<file path="src/rtl/mem_pkg.sv">
// Shared types and encodings for the M-stage data-memory interface.
package mem_pkg;

    typedef enum logic [1:0] {
        IDLE,
        BUSY,
        DONE
    } state_t;

    localparam logic [1:0] MW_NONE = 2'b00;
    localparam logic [1:0] MW_WORD = 2'b01;
    localparam logic [1:0] MW_HALF = 2'b10;
    localparam logic [1:0] MW_BYTE = 2'b11;

    localparam logic [2:0] RT_LW  = 3'b000;
    localparam logic [2:0] RT_LH  = 3'b001;
    localparam logic [2:0] RT_LHU = 3'b010;
    localparam logic [2:0] RT_LB  = 3'b011;
    localparam logic [2:0] RT_LBU = 3'b100;

endpackage

</file>
<file path="src/rtl/mem_access_unit_load_align.sv">
// Load data aligner: selects the addressed byte/half of a memory word and
// sign- or zero-extends it; unknown load types pass the word through.
module load_align
    import mem_pkg::*;
(
    input  logic [31:0] rdata,
    input  logic [1:0]  addr,
    input  logic [2:0]  readtype,
    output logic [31:0] data
);

    logic [7:0]  selByte;
    logic [15:0] selHalf;

    always_comb begin
        case (addr)
            2'd0:    selByte = rdata[7:0];
            2'd1:    selByte = rdata[15:8];
            2'd2:    selByte = rdata[23:16];
            default: selByte = rdata[31:24];
        endcase
        selHalf = addr[1] ? rdata[31:16] : rdata[15:0];

        case (readtype)
            RT_LH:   data = {{16{selHalf[15]}}, selHalf};
            RT_LHU:  data = {16'h0000, selHalf};
            RT_LB:   data = {{24{selByte[7]}}, selByte};
            RT_LBU:  data = {24'h000000, selByte};
            default: data = rdata;
        endcase
    end

endmodule

</file>
<file path="src/rtl/mem_access_unit.sv">
// M-stage data-memory interface: req/ready handshake, store lane builder,
// load alignment. Optional misalignment trap under MEM_MISALIGN_EXC_EN.
module mem_access_unit
    import mem_pkg::*;
#(
    parameter int AW = 32,
    parameter int DW = 32
) (
    input  logic          clk,
    input  logic          reset,
    input  logic          readreqM,
    input  logic [1:0]    memwriteM,
    input  logic [2:0]    readtypeM,
    input  logic [AW-1:0] addrM,
    input  logic [DW-1:0] writedataM,
    input  logic          mem_ready,
    input  logic [DW-1:0] mem_rdata,
    output logic          mem_req,
    output logic          mem_we,
    output logic [AW-1:0] mem_addr,
    output logic [3:0]    mem_be,
    output logic [DW-1:0] mem_wdata,
    output logic [DW-1:0] readdataM,
`ifdef MEM_MISALIGN_EXC_EN
    output logic          misalignM,
`endif
    output logic          stallM
);

    state_t        state;
    logic          isStore;
    logic          access;
    logic          misaligned;
    logic          go;
    logic [3:0]    beNext;
    logic [DW-1:0] wdataNext;
    logic [1:0]    addrLo;
    logic [2:0]    rtype;
    logic [DW-1:0] loadData;

    assign isStore = (memwriteM != MW_NONE);
    assign access  = readreqM | isStore;

`ifdef MEM_MISALIGN_EXC_EN
    always_comb begin
        misaligned = 1'b0;
        if (isStore) begin
            misaligned = ((memwriteM == MW_WORD) && (addrM[1:0] != 2'b00)) ||
                         ((memwriteM == MW_HALF) && addrM[0]);
        end else if (readreqM) begin
            case (readtypeM)
                RT_LH, RT_LHU: misaligned = addrM[0];
                RT_LB, RT_LBU: misaligned = 1'b0;
                default:       misaligned = (addrM[1:0] != 2'b00);
            endcase
        end
    end
`else
    assign misaligned = 1'b0;
`endif

    assign go = access & ~misaligned;

    // Stall is raised combinationally in the detect cycle so the access
    // instruction is held in M while the request is outstanding.
    assign stallM = ~reset & ((state == BUSY) | ((state == IDLE) & go));

    always_comb begin
        beNext    = 4'b1111;
        wdataNext = writedataM;
        case (memwriteM)
            MW_HALF: begin
                beNext    = 4'b0011 << {addrM[1], 1'b0};
                wdataNext = {2{writedataM[15:0]}};
            end
            MW_BYTE: begin
                beNext    = 4'b0001 << addrM[1:0];
                wdataNext = {4{writedataM[7:0]}};
            end
            default: ;
        endcase
    end

    load_align uAlign (
        .rdata    (mem_rdata),
        .addr     (addrLo),
        .readtype (rtype),
        .data     (loadData)
    );

    always_ff @(posedge clk) begin
        if (reset) begin
            state     <= IDLE;
            mem_req   <= 1'b0;
            mem_we    <= 1'b0;
            mem_addr  <= '0;
            mem_be    <= '0;
            mem_wdata <= '0;
            readdataM <= '0;
            addrLo    <= '0;
            rtype     <= RT_LW;
`ifdef MEM_MISALIGN_EXC_EN
            misalignM <= 1'b0;
`endif
        end else begin
`ifdef MEM_MISALIGN_EXC_EN
            misalignM <= 1'b0;
`endif
            case (state)
                IDLE: begin
`ifdef MEM_MISALIGN_EXC_EN
                    misalignM <= access & misaligned;
`endif
                    if (go) begin
                        mem_req   <= 1'b1;
                        mem_we    <= isStore;
                        mem_addr  <= {addrM[AW-1:2], 2'b00};
                        mem_be    <= beNext;
                        mem_wdata <= wdataNext;
                        addrLo    <= addrM[1:0];
                        rtype     <= readtypeM;
                        state     <= BUSY;
                    end
                end
                BUSY: begin
                    if (mem_ready) begin
                        mem_req <= 1'b0;
                        if (!mem_we) readdataM <= loadData;
                        state <= DONE;
                    end
                end
                default: state <= IDLE;
            endcase
        end
    end

endmodule

</file>
<file path="config.mk">
export PLATFORM = sky130hd
export DESIGN_NAME = mem_access_unit
export DESIGN_NICKNAME = d
export VERILOG_FILES = /design/src/rtl/mem_pkg.sv /design/src/rtl/mem_access_unit_load_align.sv /design/src/rtl/mem_access_unit.sv
export SDC_FILE = /design/constraint.sdc
export NUM_CORES = 1
export LEC_CHECK = 0
export CORE_MARGIN = 3
export CORE_UTILIZATION = 24
export CTS_BUF_LIST = sky130_fd_sc_hd__clkbuf_2 sky130_fd_sc_hd__clkbuf_4 sky130_fd_sc_hd__clkbuf_8
export CTS_CLUSTER_SIZE = 24
export DETAILED_ROUTE_END_ITERATION = 6
export REMOVE_ABC_BUFFERS = 1
export SLEW_MARGIN = 0
export SYNTH_ARGS = -nofsm -noshare
export SYNTH_HDL_FRONTEND = slang
export SYNTH_SLANG_ARGS = --single-unit
</file>
<file path="constraint.sdc">
create_clock -name clk -period 1.65 [get_ports clk]
set_input_delay 0.2475 -clock clk [delete_from_list [all_inputs] [get_ports clk]]
set_output_delay 0.2475 -clock clk [all_outputs]
set_load 0.01 [all_outputs]
</file>
* Word-level counts from Yosys, hierarchy flattened
Cells that the tools add are included.
** Operators by class
- Eq/ne operators :: 11
- Muxes and demuxes :: 11
- Reductions and logical operators :: 8
- Shift-type cells :: 2
- Bitwise logic cells :: 6
** Operators with widths (number)
- 32-bit case mux with 4 select lines :: 1
- 32-bit case mux with 2 select lines :: 1
- 8-bit case mux with 3 select lines :: 1
- 16-bit two-way mux :: 1
- 4-bit case mux with 2 select lines :: 1
- 2-bit == test (second input constant) :: 3
- 3-bit by 2-bit == test with 1-bit output (second input constant) :: 2
- 3-bit AND reduction :: 2
- 2-bit by 1-bit == test with 1-bit output (second input constant) :: 2
- 2-bit logical NOT :: 2
- 2-bit two-way mux :: 2
- 2-bit inequality test (second input constant) :: 2
- 2-bit case mux with 2 select lines :: 1
- 2-bit AND reduction :: 2
- 2-bit nonzero test :: 2
- 1-bit by 2-bit left shift with 4-bit output (first input constant) :: 1
- 2-bit by 2-bit left shift with 4-bit output (first input constant) :: 1
- 3-bit by 1-bit == test with 1-bit output (second input constant) :: 1
- 3-bit == test (second input constant) :: 1
- 1-bit bitwise AND :: 2
- 1-bit two-way mux :: 2
- 1-bit NOT :: 2
- 1-bit bitwise OR :: 2
- 1-bit case mux with 2 select lines :: 1
** Word-level totals
- Bits in registers :: 107
- Word-level logic and storage cells :: 47

* Logic depth before layout (Yosys ltp)
- Depth in word-level cells :: 5
- Mapped depth :: 7
- Gate-level depth less buffers :: 4

* Hierarchy
From an unflattened synthesis, not the netlist that was laid out.
** Second synthesis, totals
- Cell total of the unflattened synthesis :: 662
- Area total of the unflattened synthesis :: 5480.3 um^2
** Modules (own cells, without submodules)
- mem_access_unit :: cells an instance 511, area each 4339.2 um^2, seq. area each 2142.1 um^2, instances 1
- load_align :: cells an instance 151, area each 1141.1 um^2, seq. area each 0.0 um^2, instances 1

* Worst setup path before layout
Ideal clock, no wire load.
- Path kind :: reg-to-reg
- Start :: register addrLo[0]
- End :: register readdataM[17]
- Buffers on the path :: 3
- Cell stages (with the launch flop) :: 8
- Arrival time :: 1697 ps
- Path slack :: -181 ps
- Period minus slack after synthesis :: 1831 ps
- Cells stage by stage :: dfxtp_1 buf_6 mux4_2 nor2b_4 buf_6 nor3_4 buf_6 a211oi_1
** On the way
- Longest elaborated chain between the ends :: 3
** RTL lines
- start: declaration :: RTL line mem_access_unit.sv:37 : logic [1:0] addrLo;
- start signal: assignment :: RTL line mem_access_unit.sv:120 : addrLo <= addrM[1:0];
- 2-bit == test (tied with other cells) :: RTL line mem_access_unit_load_align.sv:16 : case (addr)
- 8-bit case mux with 3 select lines * :: RTL line mem_access_unit_load_align.sv:16
- 32-bit case mux with 4 select lines * :: RTL line mem_access_unit_load_align.sv:24 : case (readtype)
- end signal: assignment :: RTL line mem_access_unit.sv:128 : if (!mem_we) readdataM <= loadData;
- end: declaration :: RTL line mem_access_unit.sv:23 : output logic [DW-1:0] readdataM,
Every way passes the cells marked *; elsewhere a longest branch is shown, timed or not.
A chain may end at the register's enable or synchronous reset.

* Final worst setup path
- Start :: register addrLo[0]
- End :: register readdataM[27]
The elaborated chain is that of the path after synthesis.

==> out/qor.txt <==
Avg Inst Size Synth: 8.30 µm²
total of endpoints with negative setup slack in the final report: 0
overall routing resource usage: 0.148
Detailed Routing Iterations Pass 1: 4
post-layout utilization of the core: 0.397
post-detailed-placement half-perimeter wirelength: 12100 µm
global placer's final weighted congestion: 0.821
global-route wire length before repair: 25800 µm
layout cell share with drive strength beyond 1: 0.118
placed cell count: 1054
Via Count: 4959
number of buffers inserted during clock tree synthesis: 9
Post-Layout Cell Count: 1072
Die Span X: 147 µm
maximum vdd drop: 0.464 mV
cell area reported after detailed placement: 7500 µm²
Lkg Pwr: 2.92 nW
CTS Hold Bufs: 0
busiest grt layer: met2
kind of launch point of the worst setup path: flip-flop
leading cell type in the layout, fill and taps excluded: clkdlybuf4s50_1
Diodes inserted: 0
type of the worst min-delay path: input port to flip-flop
DR DRC count: 0
met3 layer usage reported by global route: 0.0616
fin worst setup slack: 8.09 ps
status: complete, no violations
maximum cell stage delay along the critical path: 510 ps
total non-filler cell area in the finished layout: 7750 µm²
cell area after technology mapping: 4800 µm²
achievable frequency: 609 MHz
final max-slew violation count: 0
antenna violations before repair: 0
buffering stage count on the worst path with inverters included: 1
Total Routed Length: 16700 µm
final critical delay including setup and external delays: 1640 ps
per-cell via count in the routed design: 4.63
maximum number of pins on one net before global-route repair: 59
CP Data Required Time: 1930 ps
core region area: 19500 µm²
average wire length per cell after detail routing: 15.6 µm
cell-by-cell trace of the critical path: mux4_2 -> nor2b_4 -> nor3_4 -> clkbuf_16 -> a211oi_1
Die ar.: 21700 µm²
Worst Max-Slew Pin Slew: 660 ps
number of global-route vias before repair: 4795
residual overflow from global routing: 0
synthesis-to-layout area growth: 61.5%
post-synthesis instance total: 578
number of placed I/O pins: 208
met1 Usage GRT: 0.185
type of the setup path with the least slack: flip-flop to flip-flop
number of buffers on the longest clock path: 2
most used cells in the layout excluding fill and tap cells: 202 x clkdlybuf4s50_1, 140 x nand2_1, 105 x dfxtp_1, 61 x a21oi_1
unrepaired setup endpoints after global routing: yes
Initial Utilization: 0.246
iteration-0 DRC count of the detailed router: 166
critical path peak fanout: 8
worst reg2reg setup slack: 8 ps
number of I/O port buffers: 205
Worst Clk Skew: 17.4 ps
slowest stage cell on the critical path: mux4_2
nature of the critical path endpoint: flip-flop
final worst path period share: 0.995
sequential area share after synthesis: 0.446
Die Y-Extent: 147 µm
number of endpoints with negative hold slack in the final report: 0
Max Cap Violations: 0
arrival time reported for the critical path endpoint: 1920 ps
TritonCTS clock tree: done
number of sinks driven by the clock tree: 107
clock latency reported for the late side of the worst-skew pair: 380 ps
Pwr per Cell Area: 881 nW/µm²
clock tree root driver cell: clkbuf_8
number of library cell types mapped by synthesis: 39
warning count from the yosys run: 0
relative slew slack: 0.560
global routing met2 resource utilization: 0.232
delay-heaviest family, CP: multiplexers
clock-pin slew on the worst setup and hold paths: 110 ps
post-layout net count: 907
pre-CTS WS: -285 ps
post-synthesis sequential element count: 107
post-detailed-route count of antenna-violating nets: 0
H-Tree Level Count: 3
number of placement rows: 51
## power by group
part / total (mW) / internal [mW] / switching, mW / leakage [nW]
clock network: 1.74 / 0.759 / 0.983 / 0.104
registers: 2.99 / 2.84 / 0.149 / 0.883
logic: 2.10 / 1.15 / 0.955 / 1.93
## state kept, by name, indices dropped and copies added, names as in the netlist
| register | flops |
|---|---|
| rtype | 3 |
| state | 2 |
| mem_wdata | 32 |
| mem_be | 4 |
| mem_addr | 30 |
| readdataM | 32 |
| mem_req | 1 |
| addrLo | 2 |
| mem_we | 1 |
## layout make-up
type / instances / area [µm²]
Clock buffer: 10 / 138
Clock inverter: 6 / 68.8
Fill cell: 1984 / 11800
Multi-Input combinational cell: 419 / 2440
Sequential cell: 107 / 2140
Tap cell: 265 / 332
Timing Repair Buffer: 265 / 2630
## worst paths after layout
path,start,endpoint,depth (start not counted)
min reg2reg,mem_wdata[3]$_SDFFE_PP0P_,mem_wdata[3]$_SDFFE_PP0P_,2
min,reset,readdataM[23]$_SDFFE_PP0P_,3
max,addrLo[0]$_SDFFE_PP0P_,readdataM[27]$_SDFFE_PP0P_,5
max reg2reg,addrLo[0]$_SDFFE_PP0P_,readdataM[27]$_SDFFE_PP0P_,5
## cell usage after synthesis
master	n	area [µm²]
a211oi_1	25	188
a21oi_1	61	305
a311oi_1	13	114
a31oi_1	14	87.6
and2_1	7	43.8
and4bb_2	1	12.5
buf_1	3	11.3
buf_2	2	10.0
buf_4	2	15.0
buf_6	3	33.8
clkbuf_1	43	161
conb_1	1	3.75
dfxtp_1	107	2140
mux2_2	7	78.8
mux2i_1	17	170
mux4_1	7	184
mux4_2	1	22.5
nand2_1	140	526
nand2b_1	5	31.3
nand3_1	9	45.0
nand3b_1	1	7.51
nand4bb_1	1	11.3
nor2_1	51	191
nor2b_1	4	25.0
nor2b_4	1	13.8
nor3_1	4	20.0
nor3_4	1	16.3
nor3b_1	1	7.51
nor4_1	1	6.26
nor4b_1	1	8.76
o211a_1	1	10.0
o211ai_1	8	60.1
o21ai_0	8	40.0
o221ai_1	7	61.3
o22ai_1	7	43.8
o32ai_1	1	8.76
or3_1	9	56.3
or3b_2	1	8.76
xor2_1	2	17.5
## layer usage
metal	up-vias	routed length, µm
met4	0	290
li1	2472	-
met1	2276	7240
met2	194	7350
met5	-	0
met3	17	1810
## worst reg2reg max path, stage by stage (launching register included)
cell and delay [ps]:
dfxtp_2 370, mux4_2 510, nor2b_4 160, nor3_4 230, clkbuf_16 210, a211oi_1 60
## cells by family (layout without fill, tap and decap cells)
logic type | after synthesis | in the layout | share of synthesized area
flops | 107 | 107 | 0.446
buf+inv | 53 | 281 | 0.0482
other cells | 1 | 2 | 0.000781
xor+xnor | 2 | 2 | 0.00365
simple gates | 238 | 238 | 0.215
mux | 32 | 32 | 0.0949
compound gates | 145 | 145 | 0.191
## through the flow
stage                     power [mW]  hold slack (ps)  setup TNS, ps
after floorplan                 3.86              317        -283390
after global placement          5.14              441         -16890
after detailed placement        5.15              445         -19520
after CTS                       6.94              254              0
after global routing            7.25              278           -743
final                           6.83              289              0
## repair_timing
| item | CTS | global route |
|---|---|---|
| endpoints found under the hold margin | 0 | 0 |
| pin swaps | 0 | 1 |
| setup endpoints to repair | 17 | 26 |
| buffers inserted | 0 | 1 |
| resized for setup | 5 | 0 |
| cloned | 0 | 1 |
Note: power is estimated with default switching activity, not from simulation.
